File: src/rtl/moving_average_n.sv
// Moving average over the last 2**LOG2_DEPTH signed samples. The circular buffer and running sum
// update on each accepted sample, and a registered average follows one cycle later.
module moving_average_n #(
    parameter int DATA_W     = 8,
    parameter int LOG2_DEPTH = 3
) (
    input  logic                     system1000,
    input  logic                     system1000_rst,
    input  logic                     in_valid,
    input  logic signed [DATA_W-1:0] in_data,
    input  logic                     clear,
    output logic                     out_valid,
    output logic signed [DATA_W-1:0] out_data,
    output logic                     out_full
);
    localparam int DEPTH = 1 << LOG2_DEPTH;
    localparam int SUM_W = DATA_W + LOG2_DEPTH;
    localparam int CNT_W = LOG2_DEPTH + 1;
    localparam logic [CNT_W-1:0] FILL_MAX = CNT_W'(DEPTH);

    logic signed [DATA_W-1:0]     buf_q [DEPTH];
    logic signed [DATA_W-1:0]     buf_d [DEPTH];
    logic        [LOG2_DEPTH-1:0] ptr_q, ptr_d;
    logic signed [SUM_W-1:0]      sum_q, sum_d;
    logic        [CNT_W-1:0]      fill_q, fill_d;
    logic                         out_valid_q, out_valid_d;
    logic signed [DATA_W-1:0]     out_data_q, out_data_d;
    logic                         out_full_q, out_full_d;
    logic signed [DATA_W-1:0]     old_sample;

    // A clear zeroes the window first, so a sample arriving in the same cycle starts a new window.
    always_comb begin
        buf_d       = buf_q;
        ptr_d       = ptr_q;
        sum_d       = sum_q;
        fill_d      = fill_q;
        out_valid_d = 1'b0;
        out_data_d  = out_data_q;
        out_full_d  = out_full_q;
        old_sample  = '0;

        if (clear) begin
            for (int i = 0; i < DEPTH; i++) begin
                buf_d[i] = '0;
            end
            ptr_d      = '0;
            sum_d      = '0;
            fill_d     = '0;
            out_full_d = 1'b0;
        end

        if (in_valid) begin
            old_sample    = buf_d[ptr_d];
            sum_d         = sum_d
                          + {{LOG2_DEPTH{in_data[DATA_W-1]}}, in_data}
                          - {{LOG2_DEPTH{old_sample[DATA_W-1]}}, old_sample};
            buf_d[ptr_d]  = in_data;
            ptr_d         = ptr_d + 1'b1;
            if (fill_d != FILL_MAX) begin
                fill_d = fill_d + 1'b1;
            end
            out_full_d  = (fill_d == FILL_MAX);
            out_valid_d = 1'b1;
            out_data_d  = DATA_W'(sum_d >>> LOG2_DEPTH);
        end
    end

    always_ff @(posedge system1000) begin
        if (system1000_rst) begin
            for (int i = 0; i < DEPTH; i++) begin
                buf_q[i] <= '0;
            end
            ptr_q       <= '0;
            sum_q       <= '0;
            fill_q      <= '0;
            out_valid_q <= 1'b0;
            out_data_q  <= '0;
            out_full_q  <= 1'b0;
        end else begin
            buf_q       <= buf_d;
            ptr_q       <= ptr_d;
            sum_q       <= sum_d;
            fill_q      <= fill_d;
            out_valid_q <= out_valid_d;
            out_data_q  <= out_data_d;
            out_full_q  <= out_full_d;
        end
    end

    assign out_valid = out_valid_q;
    assign out_data  = out_data_q;
    assign out_full  = out_full_q;

endmodule

File: config.mk
export PLATFORM = sky130hd
export DESIGN_NAME = moving_average_n
export DESIGN_NICKNAME = d
export VERILOG_FILES = /design/src/rtl/moving_average_n.sv
export SDC_FILE = /design/constraint.sdc
export NUM_CORES = 1
export LEC_CHECK = 0
export ABC_AREA = 1
export BUFFER_PORTS_ARGS = -buffer_cell sky130_fd_sc_hd__buf_4
export CORE_MARGIN = 3
export CORE_UTILIZATION = 44
export DETAILED_ROUTE_END_ITERATION = 8
export PLACE_DENSITY = 0.68
export RECOVER_POWER = 25
export SLEW_MARGIN = 20
export SYNTH_ARGS = -nofsm -noshare
export SYNTH_HDL_FRONTEND = slang
export SYNTH_SLANG_ARGS = --single-unit
export TNS_END_PERCENT = 10
File: constraint.sdc
create_clock -name system1000 -period 4.25 [get_ports system1000]
set_clock_uncertainty 0.2 [all_clocks]
set_input_delay 0 -clock system1000 [delete_from_list [all_inputs] [get_ports system1000]]
set_output_delay 0 -clock system1000 [all_outputs]
set_load 0.01 [all_outputs]
==> impl_metrics.json <==
{
  "crit_type": "in -> reg",
  "start_util_pct": 45.5,
  "yosys_warnings": 0,
  "yosys-top-cells-area": "dfxtp_1 37%, nand2_1 14%, a21oi_1 6.5%, o21ai_0 5.3%, inv_1 4.8%",
  "setup_viol": 0,
  "hold_viol": 0,
  "fp.dieH_um": 112,
  "ys_types": 34,
  "clockPowerShare_pct": 36.0,
  "die-width_um": 112,
  "grt_overflow": 0,
  "ys_seq_elements": 92,
  "clk_path_buf_depth": 2,
  "die-area_mm2": 0.0126,
  "leakage_uw": 0.00229,
  "antennaDiodeCount": 0,
  "ys_top_cells_by_count": "191 x nand2_1, 92 x dfxtp_1, 65 x a21oi_1, 64 x inv_1, 56 x nor2_1",
  "netlist.area_leader.share_pct": 37.1,
  "intPower_uw": 1560,
  "grt_pass1_vias": 4628,
  "setup_tns_ps": 0,
  "drc": 0,
  "first_pass_iters": 6,
  "cts.clk_slew.worst_paths_ps": 60,
  "synth_most_common_cell": "nand2_1",
  "rsz0062_at_grt": "no",
  "htree_levels": 3,
  "row_count": 38,
  "synth-seq-area-share_pct": 37.1,
  "final_max_slew_viol_count": 31,
  "maxCapViolCount": 1,
  "root_buffer": "clkbuf_16",
  "min_path_type": "reg -> reg",
  "p_per_area_mw_per_mm2": 400,
  "worst_hold_slack_ps": 251,
  "synth_edf_count": 0,
  "async_reset_ff_share_pct": 0,
  "crit_required_ps": 4270,
  "vias": 4820,
  "startpoint_type": "input pin",
  "clock_latency_ps": 350,
  "status": "finished with violations",
  "antenna_found_initial": 0,
  "p_switching_uw": 681,
  "gp_congestion": 0.862,
  "drt-wirelength-per-cell_um": 15.6,
  "postSynthAreaPerCell_um2": 6.97,
  "numCtsBuffers": 9,
  "ys.flop_type": "dfxtp_1",
  "tightest_slew_ps": 1710,
  "arrival_ps": 3690,
  "slew_headroom_pct": -14.3,
  "ir_worst_vdd_mv": 0.234,
  "portBuffers": 21,
  "drt_iter0_drc": 401,
  "grt_pass1_wl_mm": 22.9,
  "cp-end-kind": "register",
  "hpwl_mm": 9.26,
  "postLayoutCoreUtil_pct": 51.3,
  "power_frac_seq_pct": 41.5,
  "fin_crit_sh_pct": 86.3,
  "layout_min_cycle_time_ps": 3670,
  "violations": "capacitance limit, slew limit",
  "grt_max_degree": 62,
  "io_pins": 22,
  "nNetsFinal": 769,
  "tritoncts": "done",
  "core_mm2": 0.0109,
  "power_frac_comb_pct": 22.6,
  "syn_nets": 750,
  "grt.total_usage_pct": 22.6,
  "postRouteAntennaNets": 0,
  "numClockSinks": 92,
  "area_growth_pct": 12.8,
  "fmax_mhz": 273,
  "cp_max_fo": 23,
  "layout-drive-gt1-share_pct": 8.01,
  "wirelength_mm": 13.7,
  "synthesis.instances": 713,
  "syn_area_mm2": 0.00497,
  "vias_per_cell": 5.50,
  "cts_setup_buffers": 0,
  "yosysTopAreaCell": "dfxtp_1",
  "sw_frac_of_total_pct": 30.4
}
## what timing repair did
action | in CTS | in global routing
setup endpoints to repair | 0 | 0
gates resized for setup | 0 | 0
hold buffers | 14 | 0
hold endpoints to repair | 67 | 0
## final timing paths
| path | from | end | slack (ps) | depth (start not counted) |
|---|---|---|---|---|
| setup / recovery | clear | sum_q[4] | 580 | 17 |
| hold / removal | out_data[5] | out_data[5] | 250 | 2 |
| setup reg to reg | ptr_q[1] | sum_q[4] | 800 | 14 |
| hold reg to reg | out_data[5] | out_data[5] | 250 | 2 |
## flip-flops by register name (all words and copies together), names as in the netlist
signal	count
out_full	1
fill_q	4
out_valid	1
out_data	8
buf_q	64
sum_q	11
ptr_q	3
## layout by cell type, fill, tap and decap left out, types with 5 or more instances in the layout
cell type | Yosys | layout
fa_1 | 10 | 10
o211ai_1 | 13 | 13
nand3_1 | 39 | 39
o21ai_1 | 8 | 6
a21oi_1 | 65 | 65
dlygate4sd3_1 | 0 | 14
clkbuf_16 | 0 | 9
inv_1 | 64 | 65
buf_4 | 4 | 14
a211oi_1 | 10 | 10
nand2_1 | 191 | 191
inv_2 | 11 | 10
nor3_1 | 15 | 15
dfxtp_1 | 92 | 92
clkbuf_1 | 11 | 15
o21ai_0 | 53 | 55
nor2_1 | 56 | 56
ha_1 | 15 | 15
nand2_2 | 5 | 5
a211oi_2 | 5 | 5
## power groups by stage
stage	Clock (uW)	Combinational [uW]	Sequential, uW
5_1_grt	858	578	934
6_report	807	507	930
4_1_cts	822	517	930
2_1_floorplan	0	349	956
3_3_place_gp	0	497	947
3_5_place_dp	0	504	949
## cell families after synthesis
logic type,synth area share (%)
AOI/OAI and AO/OA,18.5
xor gates and xnor gates,0.176
adders and majority gates,7.80
buffers and inverters,8.91
DFF,37.1
and+or+nand+nor,27.5
## critical path, stage by stage
cell and delay, ps:
dlygate4sd3_1 530, buf_4 230, inv_2 110, nand2_1 60
buf_4 190, inv_2 310, o211ai_1 190, nand3_1 130
o21a_1 150, fa_1 470, fa_1 500, nand2_1 120
nand2_1 70, and2_1 170, or2_2 270, nand3_1 80
o21ai_0 90
## layer usage
| layer | GRT usage, % | routed length (um) |
|---|---|---|
| met1 | 32.2 | 6240 |
| met2 | 33.4 | 5960 |
| met3 | 4.91 | 1100 |
| met4 | 8.73 | 377 |
| met5 | 0 | 0 |
## cell type report
type / instances / area, um^2
Inverter: 75 / 282
Multi-Input combinational cell: 512 / 2680
Fill cell: 1107 / 5330
Sequential cell: 92 / 1840
Timing Repair Buffer: 42 / 330
Clock buffer: 13 / 250
Tap cell: 140 / 175
Clock inverter: 3 / 46.3
## stage by stage
stage                     instance area (um^2)  power, uW  setup WS, ps  cells
after global routing                      5610       2370           341    877
final                                     5610       2240           582    877
after floorplan                           4970       1310          1160    713
after detailed placement                  5220       1450           816    847
after CTS                                 5660       2270           610    877
after global placement                    5220       1440           842    847
No activity file was read; power rests on OpenSTA's default activity.
